$ cat config.mk
export PLATFORM = sky130hd
export DESIGN_NAME = ex_stage_flat
export DESIGN_NICKNAME = d
export VERILOG_FILES = /design/src/rtl/cpu_pkg.sv /design/src/rtl/ex_stage_if.sv /design/src/rtl/muldiv_iter.sv /design/src/rtl/ex_stage.sv /design/src/flat_wrapper.sv
export SDC_FILE = /design/constraint.sdc
export NUM_CORES = 1
export LEC_CHECK = 0
export CORE_MARGIN = 5
export CORE_UTILIZATION = 55
export DETAILED_ROUTE_END_ITERATION = 10
export PLACE_DENSITY_LB_ADDON = 0.15
export SETUP_SLACK_MARGIN = 0.02
export SYNTH_ARGS = -nofsm -noshare
export SYNTH_HDL_FRONTEND = slang
export SYNTH_SLANG_ARGS = --single-unit
export TNS_END_PERCENT = 20
$ cat constraint.sdc
create_clock -name clk -period 6.6 [get_ports clk]
set_input_delay 0.99 -clock clk [delete_from_list [all_inputs] [get_ports clk]]
set_output_delay 0.99 -clock clk [all_outputs]
set_load 0.03 [all_outputs]
$ cat src/rtl/cpu_pkg.sv
// Shared definitions for the 16-bit CPU pipeline: datapath width, opcodes and
// the iterative MUL/DIV sequencer states.
package cpu_pkg;

  localparam int unsigned WIDTH = 16;

  localparam logic [3:0] OP_NOP = 4'h0;
  localparam logic [3:0] OP_ADD = 4'h1;
  localparam logic [3:0] OP_SUB = 4'h2;
  localparam logic [3:0] OP_AND = 4'h3;
  localparam logic [3:0] OP_OR  = 4'h4;
  localparam logic [3:0] OP_XOR = 4'h5;
  localparam logic [3:0] OP_SHL = 4'h6;
  localparam logic [3:0] OP_SHR = 4'h7;
  localparam logic [3:0] OP_SLT = 4'h8;
  localparam logic [3:0] OP_MUL = 4'h9;
  localparam logic [3:0] OP_DIV = 4'hA;
  localparam logic [3:0] OP_MOD = 4'hB;

  typedef enum logic [1:0] {
    IDLE,
    RUN,
    DONE
  } md_state_e;

  function automatic logic is_multicycle(input logic [3:0] op);
    return (op == OP_MUL) || (op == OP_DIV) || (op == OP_MOD);
  endfunction

endpackage

$ cat src/rtl/ex_stage_if.sv
// ID/EX -> EX -> EX/MEM signal bundle; the master side is the surrounding
// pipeline, the slave side is the execute stage.
interface ex_stage_if #(
  parameter int unsigned WIDTH = cpu_pkg::WIDTH
);
  logic [WIDTH-1:0] Controll_Signal_In;
  logic [3:0]       OpCode_In;
  logic [WIDTH-1:0] Source1_In;
  logic [WIDTH-1:0] Source2_In;
  logic [WIDTH-1:0] Read1_In;
  logic [3:0]       Rd_In;
  logic [3:0]       Rt_In;

  logic [WIDTH-1:0] Result_Out;
  logic             Zero_Out;
  logic [WIDTH-1:0] Controll_Signal_Out;
  logic [WIDTH-1:0] Read1_Out;
  logic [3:0]       Rd_Out;
  logic [3:0]       Rt_Out;
  logic             Freze_Out;

  modport master (
    output Controll_Signal_In, OpCode_In, Source1_In, Source2_In,
           Read1_In, Rd_In, Rt_In,
    input  Result_Out, Zero_Out, Controll_Signal_Out, Read1_Out,
           Rd_Out, Rt_Out, Freze_Out
  );

  modport slave (
    input  Controll_Signal_In, OpCode_In, Source1_In, Source2_In,
           Read1_In, Rd_In, Rt_In,
    output Result_Out, Zero_Out, Controll_Signal_Out, Read1_Out,
           Rd_Out, Rt_Out, Freze_Out
  );
endinterface

$ cat src/rtl/muldiv_iter.sv
// Iterative unsigned multiplier / restoring divider: one bit per cycle,
// IDLE (load) -> RUN (ITER steps) -> DONE (result valid for one cycle).
module muldiv_iter
  import cpu_pkg::*;
#(
  parameter int unsigned W    = WIDTH,
  parameter int unsigned ITER = W
) (
  input  logic         clk,
  input  logic         rst,
  input  logic         start,
  input  logic         op_is_div,
  input  logic         op_is_mod,
  input  logic [W-1:0] a,
  input  logic [W-1:0] b,
  output logic         busy,
  output logic         done,
  output logic [W-1:0] result
);

  localparam int unsigned CW = (ITER > 1) ? $clog2(ITER) : 1;
  localparam logic [CW-1:0] LAST = CW'(ITER - 1);

  md_state_e     state_q, state_d;
  logic [CW-1:0] cnt_q, cnt_d;
  logic [W-1:0]  x_q, x_d;       // multiplicand (MUL) / dividend->quotient (DIV)
  logic [W-1:0]  y_q, y_d;       // multiplier (MUL) / divisor (DIV)
  logic [W-1:0]  p_q, p_d;       // product (MUL) / partial remainder (DIV)
  logic          div_mode_q, div_mode_d;
  logic          sel_rem_q, sel_rem_d;
  logic [W-1:0]  result_q, result_d;

  logic [W:0]    shifted, diff;
  logic          ge;
  logic [W-1:0]  x_step, y_step, p_step;

  // One algorithm step from the current registers; mode picks which applies.
  always_comb begin
    shifted = {p_q, x_q[W-1]};
    diff    = shifted - {1'b0, y_q};
    ge      = (shifted >= {1'b0, y_q});
    if (div_mode_q) begin
      p_step = ge ? diff[W-1:0] : shifted[W-1:0];
      x_step = {x_q[W-2:0], ge};
      y_step = y_q;
    end else begin
      p_step = y_q[0] ? (p_q + x_q) : p_q;
      x_step = x_q << 1;
      y_step = y_q >> 1;
    end
  end

  always_comb begin
    state_d    = state_q;
    cnt_d      = cnt_q;
    x_d        = x_q;
    y_d        = y_q;
    p_d        = p_q;
    div_mode_d = div_mode_q;
    sel_rem_d  = sel_rem_q;
    result_d   = result_q;
    busy       = 1'b0;
    done       = 1'b0;

    case (state_q)
      IDLE: begin
        if (start) begin
          busy       = 1'b1;
          x_d        = a;
          y_d        = b;
          p_d        = '0;
          cnt_d      = '0;
          div_mode_d = op_is_div | op_is_mod;
          sel_rem_d  = op_is_mod;
          state_d    = RUN;
        end
      end
      RUN: begin
        busy  = 1'b1;
        x_d   = x_step;
        y_d   = y_step;
        p_d   = p_step;
        cnt_d = cnt_q + CW'(1);
        if (cnt_q == LAST) begin
          state_d  = DONE;
          result_d = (div_mode_q && !sel_rem_q) ? x_step : p_step;
        end
      end
      DONE: begin
        done    = 1'b1;
        state_d = IDLE;
      end
      default: state_d = IDLE;
    endcase
  end

  always_ff @(posedge clk) begin
    if (rst) begin
      state_q    <= IDLE;
      cnt_q      <= '0;
      x_q        <= '0;
      y_q        <= '0;
      p_q        <= '0;
      div_mode_q <= 1'b0;
      sel_rem_q  <= 1'b0;
      result_q   <= '0;
    end else begin
      state_q    <= state_d;
      cnt_q      <= cnt_d;
      x_q        <= x_d;
      y_q        <= y_d;
      p_q        <= p_d;
      div_mode_q <= div_mode_d;
      sel_rem_q  <= sel_rem_d;
      result_q   <= result_d;
    end
  end

  assign result = result_q;

endmodule

$ cat src/rtl/ex_stage.sv
// Execute stage: combinational ALU, iterative MUL/DIV/MOD with pipeline
// freeze, bubble insertion towards EX/MEM and register-field pass-through.
module ex_stage
  import cpu_pkg::*;
#(
  parameter int unsigned ITER = WIDTH
) (
  input logic       clk,
  input logic       rest,
  ex_stage_if.slave bus
);

  logic [WIDTH-1:0] src_a, src_b;
  logic [WIDTH-1:0] alu_res, md_result, result;
  logic             md_start, md_is_div, md_is_mod;
  logic             md_busy, md_done;

  assign src_a = bus.Source1_In;
  assign src_b = bus.Source2_In;

  always_comb begin
    alu_res = '0;
    case (bus.OpCode_In)
      OP_ADD:  alu_res = src_a + src_b;
      OP_SUB:  alu_res = src_a - src_b;
      OP_AND:  alu_res = src_a & src_b;
      OP_OR:   alu_res = src_a | src_b;
      OP_XOR:  alu_res = src_a ^ src_b;
      OP_SHL:  alu_res = src_a << src_b[3:0];
      OP_SHR:  alu_res = src_a >> src_b[3:0];
      OP_SLT:  alu_res = {{(WIDTH-1){1'b0}}, ($signed(src_a) < $signed(src_b))};
      default: alu_res = '0;
    endcase
  end

  assign md_start  = is_multicycle(bus.OpCode_In);
  assign md_is_div = (bus.OpCode_In == OP_DIV);
  assign md_is_mod = (bus.OpCode_In == OP_MOD);

  muldiv_iter #(
    .W    (WIDTH),
    .ITER (ITER)
  ) u_muldiv (
    .clk       (clk),
    .rst       (rest),
    .start     (md_start),
    .op_is_div (md_is_div),
    .op_is_mod (md_is_mod),
    .a         (src_a),
    .b         (src_b),
    .busy      (md_busy),
    .done      (md_done),
    .result    (md_result)
  );

  // DONE wins over the ALU: the held MUL/DIV opcode would otherwise decode as 0.
  always_comb begin
    if (md_done)      result = md_result;
    else if (md_busy) result = '0;
    else              result = alu_res;
  end

  assign bus.Result_Out          = result;
  assign bus.Zero_Out            = (result == '0);
  assign bus.Freze_Out           = md_busy;
  assign bus.Controll_Signal_Out = md_busy ? '0 : bus.Controll_Signal_In;
  assign bus.Read1_Out           = bus.Read1_In;
  assign bus.Rd_Out              = bus.Rd_In;
  assign bus.Rt_Out              = bus.Rt_In;

endmodule

$ cat src/flat_wrapper.sv
// flat-port wrapper written by rule: the top's interface ports become plain ports
module ex_stage_flat import cpu_pkg::*;
#(
  parameter int unsigned ITER = WIDTH
)
  (clk, rest, bus_Controll_Signal_In, bus_OpCode_In, bus_Source1_In, bus_Source2_In, bus_Read1_In, bus_Rd_In, bus_Rt_In, bus_Result_Out, bus_Zero_Out, bus_Controll_Signal_Out, bus_Read1_Out, bus_Rd_Out, bus_Rt_Out, bus_Freze_Out);
  ex_stage_if #(.WIDTH(WIDTH)) bus_i ();
  input logic clk;
  input logic rest;
  input wire logic [$bits(bus_i.Controll_Signal_In)-1:0] bus_Controll_Signal_In;
  input wire logic [$bits(bus_i.OpCode_In)-1:0] bus_OpCode_In;
  input wire logic [$bits(bus_i.Source1_In)-1:0] bus_Source1_In;
  input wire logic [$bits(bus_i.Source2_In)-1:0] bus_Source2_In;
  input wire logic [$bits(bus_i.Read1_In)-1:0] bus_Read1_In;
  input wire logic [$bits(bus_i.Rd_In)-1:0] bus_Rd_In;
  input wire logic [$bits(bus_i.Rt_In)-1:0] bus_Rt_In;
  output wire logic [$bits(bus_i.Result_Out)-1:0] bus_Result_Out;
  output wire logic [$bits(bus_i.Zero_Out)-1:0] bus_Zero_Out;
  output wire logic [$bits(bus_i.Controll_Signal_Out)-1:0] bus_Controll_Signal_Out;
  output wire logic [$bits(bus_i.Read1_Out)-1:0] bus_Read1_Out;
  output wire logic [$bits(bus_i.Rd_Out)-1:0] bus_Rd_Out;
  output wire logic [$bits(bus_i.Rt_Out)-1:0] bus_Rt_Out;
  output wire logic [$bits(bus_i.Freze_Out)-1:0] bus_Freze_Out;
  assign bus_i.Controll_Signal_In = bus_Controll_Signal_In;
  assign bus_i.OpCode_In = bus_OpCode_In;
  assign bus_i.Source1_In = bus_Source1_In;
  assign bus_i.Source2_In = bus_Source2_In;
  assign bus_i.Read1_In = bus_Read1_In;
  assign bus_i.Rd_In = bus_Rd_In;
  assign bus_i.Rt_In = bus_Rt_In;
  assign bus_Result_Out = bus_i.Result_Out;
  assign bus_Zero_Out = bus_i.Zero_Out;
  assign bus_Controll_Signal_Out = bus_i.Controll_Signal_Out;
  assign bus_Read1_Out = bus_i.Read1_Out;
  assign bus_Rd_Out = bus_i.Rd_Out;
  assign bus_Rt_Out = bus_i.Rt_Out;
  assign bus_Freze_Out = bus_i.Freze_Out;
  ex_stage #(.ITER(ITER)) u_core (.clk(clk), .rest(rest), .bus(bus_i));
endmodule
# [Word-level counts from Yosys, hierarchy flattened]
# Cells that the tools add are included.
[classes] add_sub_neg=5 order_cmp=2 eq_ne=17 shift=2 muxes=24 bitwise_logic=4 reduce_logical=12
[ops] cell="2-to-1 mux 16 bit" n=11
[ops] cell="case mux 16 bit (8 select lines)" n=1
[ops] cell="case mux 16 bit (2 select lines)" n=3
[ops] cell="adder 16 bit" n=2
[ops] cell="subtractor 16 bit" n=2
[ops] cell="== test 4 bit (second input constant)" n=5
[ops] cell=">= comparator 17 x 16 -> 1 bit" n=1
[ops] cell="bitwise AND 16 bit" n=1
[ops] cell="== test 4 x 3 -> 1 bit (second input constant)" n=4
[ops] cell="zero test 16 bit" n=1
[ops] cell="< comparator 16 bit" n=1
[ops] cell="OR 16 bit" n=1
[ops] cell="<< shifter 16 x 4 -> 16 bit" n=1
[ops] cell="right shift 16 x 4 -> 16 bit" n=1
[ops] cell="XOR 16 bit" n=1
[ops] cell="== test 4 x 2 -> 1 bit (second input constant)" n=2
[ops] cell="case mux 4 bit (2 select lines)" n=1
[ops] cell="AND reduction 2 bit" n=4
[ops] cell="adder 4 x 1 -> 4 bit (second input constant)" n=1
[ops] cell="== test 4 x 1 -> 1 bit (second input constant)" n=1
[ops] cell="2-to-1 mux 2 bit" n=2
[ops] cell="2-to-1 mux 4 bit" n=1
[ops] cell="inequality test 2 bit (second input constant)" n=2
[ops] cell="case mux 2 bit (2 select lines)" n=1
[ops] cell="other kinds (12)" n=15
[totals] register_bits=72 in_bits=78 output_inout_bits=58 elab_cells=74

# [Depth between registers and ports, before layout]
[logic_depth] word_depth=8 mapped_depth=14 depth_no_buf=13

# [By module]
# A second synthesis with hierarchy kept.
[hier_totals] hier_cells=1389 hier_area_um2=10045.9
[modules_own_cells] module="muldiv_iter" n_inst=1 cells_each=694 area_per_inst_um2=5257.5 seq_area_each_um2=1441.4
[modules_own_cells] module="ex_stage" n_inst=1 cells_each=695 area_per_inst_um2=4788.3 seq_area_each_um2=0.0

# [Worst setup path before layout]
# No wires, ideal clock.
[synth_path] kind="input to output" startpoint="in bus_Source2_In[1]" endpoint="out bus_Zero_Out" arrival_ns=5.382 required_ns=5.610 slack_ns=0.228 stages=13 n_path_buf=2 cell_sequence="inv_2 > buf_2 > clkbuf_1 > ha_1 > a211oi_1 > o21bai_1 > o22ai_1 > o21ai_0 > a32oi_1 > or4_1 > or4_1 > or4b_1 > nor4_1"
[synth_via] elab_chain_cells=5 elab_cells_between_ends=12
[synth_rtl] item="start, declared" line="flat_wrapper.sv:13" source="input wire logic [$bits(bus_i.Source2_In)-1:0] bus_Source2_In;"
[synth_rtl] item="subtractor 16 bit, or another cell as far along" line="ex_stage.sv:25" source="OP_SUB: alu_res = src_a - src_b;"
[synth_rtl] item="case mux 16 bit (8 select lines) (*)" line="ex_stage.sv:23" source="case (bus.OpCode_In)"
[synth_rtl] item="2-to-1 mux 16 bit (*)" line="ex_stage.sv:59" source="else if (md_busy) result = '0;"
[synth_rtl] item="2-to-1 mux 16 bit (*)" line="ex_stage.sv:58" source="if (md_done) result = md_result;"
[synth_rtl] item="named net bus_Result_Out[3]" line="flat_wrapper.sv:17" source="output wire logic [$bits(bus_i.Result_Out)-1:0] bus_Result_Out;"
[synth_rtl] item="zero test 16 bit (*)" line="ex_stage.sv:64" source="assign bus.Zero_Out = (result == '0);"
[synth_rtl] item="end, declared" line="flat_wrapper.sv:18" source="output wire logic [$bits(bus_i.Zero_Out)-1:0] bus_Zero_Out;"
# The timed path passes the listed nets; every way through them passes the cells marked *.

# [Worst setup path in the final report]
[layout_path] startpoint="in bus_Source1_In[0]" endpoint="out bus_Zero_Out"
[layout_via] elab_chain_cells=5 elab_cells_between_ends=12
[layout_rtl] item="start, declared" line="flat_wrapper.sv:12" source="input wire logic [$bits(bus_i.Source1_In)-1:0] bus_Source1_In;"
[layout_rtl] item="subtractor 16 bit, or another cell as far along" line="ex_stage.sv:25"
[layout_rtl] item="case mux 16 bit (8 select lines) (*)" line="ex_stage.sv:23"
[layout_rtl] item="2-to-1 mux 16 bit (*)" line="ex_stage.sv:59"
[layout_rtl] item="2-to-1 mux 16 bit (*)" line="ex_stage.sv:58"
[layout_rtl] item="zero test 16 bit (*)" line="ex_stage.sv:64"
# Mark *: on every way between the ends. The rest lies on a longest branch, timed or not.

==> Implementation_results.wiki <==
{| class="wikitable"
! Metric !! Value
|-
| Area after DPL || 0.01022 mm2
|-
| Synth Net Count || 1443
|-
| WHS || 482.8 ps
|-
| Overall die height || 140.1 um
|-
| Proportion of register bits with asynchronous set or reset after synthesis || 0
|-
| Width of the chip || 140.1 um
|-
| Vias/cell || 6.720
|-
| First-pass DRT Iterations || 7
|-
| Final nets || 1471
|-
| Layout Area Growth over Synthesis || 12.85%
|-
| Cell area power density || 166.6 mW/mm2
|-
| DR vias || 10.26k
|-
| Cts repair resizes || 0
|-
| Sequential share of power || 0.278
|-
| Final-report max-slew violation count || 0
|-
| Vias in the first global route || 9183
|-
| Post-route standard cell area excluding fillers || 0.01051 mm2
|-
| Endpoint, Worst Hold || u_core.u_muldiv.y_q[14]
|-
| Clock-pin slew on the worst setup and hold paths || 60 ps
|-
| Dominant cell type by area after synthesis || dfxtp_1
|-
| Most frequent cell after synthesis || nor2_1
|-
| Clock root buffer || clkbuf_16
|-
| Hold Startpoint || u_core.u_muldiv.y_q[15]
|-
| IR drop worst, VDD || 0.1254 mV
|-
| Antenna violations before repair || 0
|-
| Residual overflow from global routing || 0
|-
| Mapped Avg Cell Area || 7.308 um2
|-
| Count of flip-flops with a built-in enable after synthesis || 0
|-
| Gate power share || 0.452
|-
| Finished Core Util || 0.6335
|-
| Synth Warn # || 0
|-
| Area of the die || 0.01963 mm2
|-
| FF-to-FF End || u_core.u_muldiv.p_q[14]
|-
| Critical path required time || 5610 ps
|-
| Final worst-path cycle share || 0.9280
|-
| ANT cells || 0
|-
| Final setup violation count || 0
|-
| Starting density of the core || 0.5614
|-
| Clock latency on the worst-skew pair || 340 ps
|-
| Wire length per cell || 22.23 um
|-
| Switching Share || 0.4038
|-
| Sw power || 706.6 uW
|-
| Unrepaired setup endpoints after global routing || false
|-
| First-pass GRT wire length || 51440 um
|-
| Top cells by count, synth || 125 x nor2_1, 122 x nand2_1, 87 x ha_1, 85 x a21oi_1, 82 x inv_1
|-
| Unique cell type count in the Yosys netlist || 85
|-
| Proportion of synthesized chip area in sequential cells || 0.1548
|-
| CTS Buf Count || 9
|-
| Iter 0 DRT Violations || 1435
|-
| Syn Std Cell Area || 0.009310 mm2
|-
| Remaining max-slew budget at the tightest pin || 0.1403
|-
| Leakage power total || 4.343 nW
|-
| H-Tree Depth || 3
|-
| Path type of the worst min-delay path || flop to flop
|-
| Filler cell count in the final layout || 1546
|-
| Standard-cell rows || 47
|-
| # DRC || 0
|-
| Flop2flop setup slack || 3090 ps
|-
| Hold Violations, Final || 0
|-
| Register-to-Register Path Depth || 11
|-
| PortBufs || 87
|-
| Worst-margin pin slew || 1290 ps
|-
| Clock network fraction of total power || 0.270
|-
| Overall track demand over capacity in global routing || 0.3279
|-
| Mapped Cells || 1274
|-
| Share of the synthesized area in the top cell type || 0.1548
|-
| Post-DP HPWL || 26290 um
|-
| Internal Pwr Total || 1.043 mW
|-
| Post-Route Skew || 6.010 ps
|-
| Most used flip-flop cell after synthesis || dfxtp_1
|-
| Kind of launch point of the worst setup path || input port
|-
| Critical Setup Path Class || input port to output pin
|-
| Highest fanout seen on the critical path || 7
|-
| Leading cell types by total area after synthesis || dfxtp_1 15%, ha_1 12%, nor2_1 5.0%
|-
| Maximum buffer depth of the clock tree || 2
|-
| GP Congestion || 1.058
|-
| Status || completed
|-
| Achievable frequency || 163.3 MHz
|-
| Number of clock sinks seen by CTS || 72
|-
| Hold Path Depth || 2
|-
| FF-to-FF Start || u_core.u_muldiv.y_q[7]
|-
| Type of destination of the critical path || output pin
|-
| # Max-Cap Violations || 0
|-
| Share of post-route cells with drive strength above 1 || 0.07728
|-
| Routed Wire Length || 33940 um
|-
| Min Tclk post-route || 6125 ps
|-
| Residual antenna-violating net count after detailed routing || 0
|-
| Total Negative Setup Slacks || 0 ps
|-
| Buffers inserted during post-CTS setup optimization || 0
|-
| Ports placed on the boundary || 136
|-
| Flip-flop and latch count after synthesis || 72
|-
| Pin count of the biggest net entering global routing || 43
|-
| Placeable core region || 0.01658 mm2
|-
| TritonCTS clock tree || yes
|-
| Number of buffers inserted for hold repair after clock tree synthesis || 0
|-
| Arr. time, crit path || 5130 ps
|}
-- kinds of logic after synthesis --
logic type,Yosys count,synth area share
flip-flops,72,0.1548
AO/OA/AOI/OAI,402,0.2962
multiplexers,60,0.08211
buffers and inverters,193,0.09085
AND/OR/NAND/NOR,422,0.2185
XOR/XNOR,34,0.03199
adder cells (fa/ha/maj),91,0.1255
-- power by group through the flow --
stage	clock [mW]	combinational [mW]	sequential (mW)
after floorplan	0	0.551	0.484
after global placement	0	0.763	0.494
after detailed placement	0	0.767	0.495
after CTS	0.472	0.772	0.486
after global routing	0.489	0.850	0.489
final	0.472	0.791	0.487
-- layout by cell type, fill, tap and decap left out, types with 8 or more instances in the layout --
cell type        Yosys  final
nand2b_1            12     11
mux2_2               9      9
o211ai_1            18     18
o31a_1               8      8
nor2b_1             19     18
nor3_1              32     32
xnor2_1             27     27
o221ai_1             8      8
a21oi_1             85     85
a211o_1              8      8
clkdlybuf4s50_1      0     81
o21ai_0             76     75
a211oi_1            38     38
dfxtp_1             72     72
buf_4               24     44
a21o_1              11     11
nand2_1            122    122
mux2i_1             34     34
nor2_1             125    125
and3_1              27     27
and2_1               9      9
clkbuf_16            0      9
a22oi_1             15     15
ha_1                87     87
a31oi_1             16     16
a311oi_1            17     17
mux4_2              11     11
nand3_1             25     25
inv_1               82     82
-- sequential cells by signal, summed over array words and instances (netlist names) --
name,cells
u_core.u_muldiv.state_q,2
u_core.u_muldiv.sel_rem_q,1
u_core.u_muldiv.cnt_q,4
u_core.u_muldiv.p_q,16
u_core.u_muldiv.result,16
u_core.u_muldiv.x_q,16
u_core.u_muldiv.div_mode_q,1
u_core.u_muldiv.y_q,16
-- cell type report --
class | instances | area, um2 | share of cell area
clock inverter | 4 | 27.53 | 0.002620
inverter | 84 | 315.3 | 0.03001
clock buffer | 12 | 256.5 | 0.02441
multi-input combinational | 1009 | 7044 | 0.6705
tap | 220 | 275.3 | 0.02620
timing repair buffer | 126 | 1146 | 0.1091
sequential | 72 | 1441 | 0.1372
-- worst max path at each step --
stage	start	endpoint	slack [ps]	depth (start not counted)
floorplan	bus_Source2_In[1]	bus_Zero_Out	230	13
global placement	bus_Source1_In[0]	bus_Zero_Out	580	13
detailed placement	bus_Source1_In[0]	bus_Zero_Out	540	13
CTS	bus_Source1_In[0]	bus_Zero_Out	520	13
global route	bus_Source1_In[4]	bus_Zero_Out	320	14
finish	bus_Source1_In[0]	bus_Zero_Out	480	13
-- per-layer routing --
metal  global-route usage  up-vias  wire (um)  part of all wire
met5                    0        -          0                 0
met4              0.08567        0        887             0.026
met3              0.06408       78       3734              0.11
met2               0.5011      627      14760              0.43
met1               0.4731     4824      14570              0.43
li1                     -     4732          -                 -
-- critical path, cell delays in order --
cell	delay [ps]
clkdlybuf4s50_1	550
ha_1	300
fa_1	420
a21o_1	190
a21oi_1	200
o32ai_1	100
o2bb2ai_1	230
a31oi_1	130
or4_1	590
or4_1	480
or4b_1	490
nor4_1	250
buf_4	210
-- metrics by stage --
step | std cells | worst slack [ps] | total power [mW]
6_report | 1527 | 475.3 | 1.750
3_5_place_dp | 1511 | 535.5 | 1.262
4_1_cts | 1527 | 523.3 | 1.730
3_3_place_gp | 1511 | 583.7 | 1.258
5_1_grt | 1527 | 324.3 | 1.828
2_1_floorplan | 1274 | 228.0 | 1.034
Power figures use the tool's default switching activity.
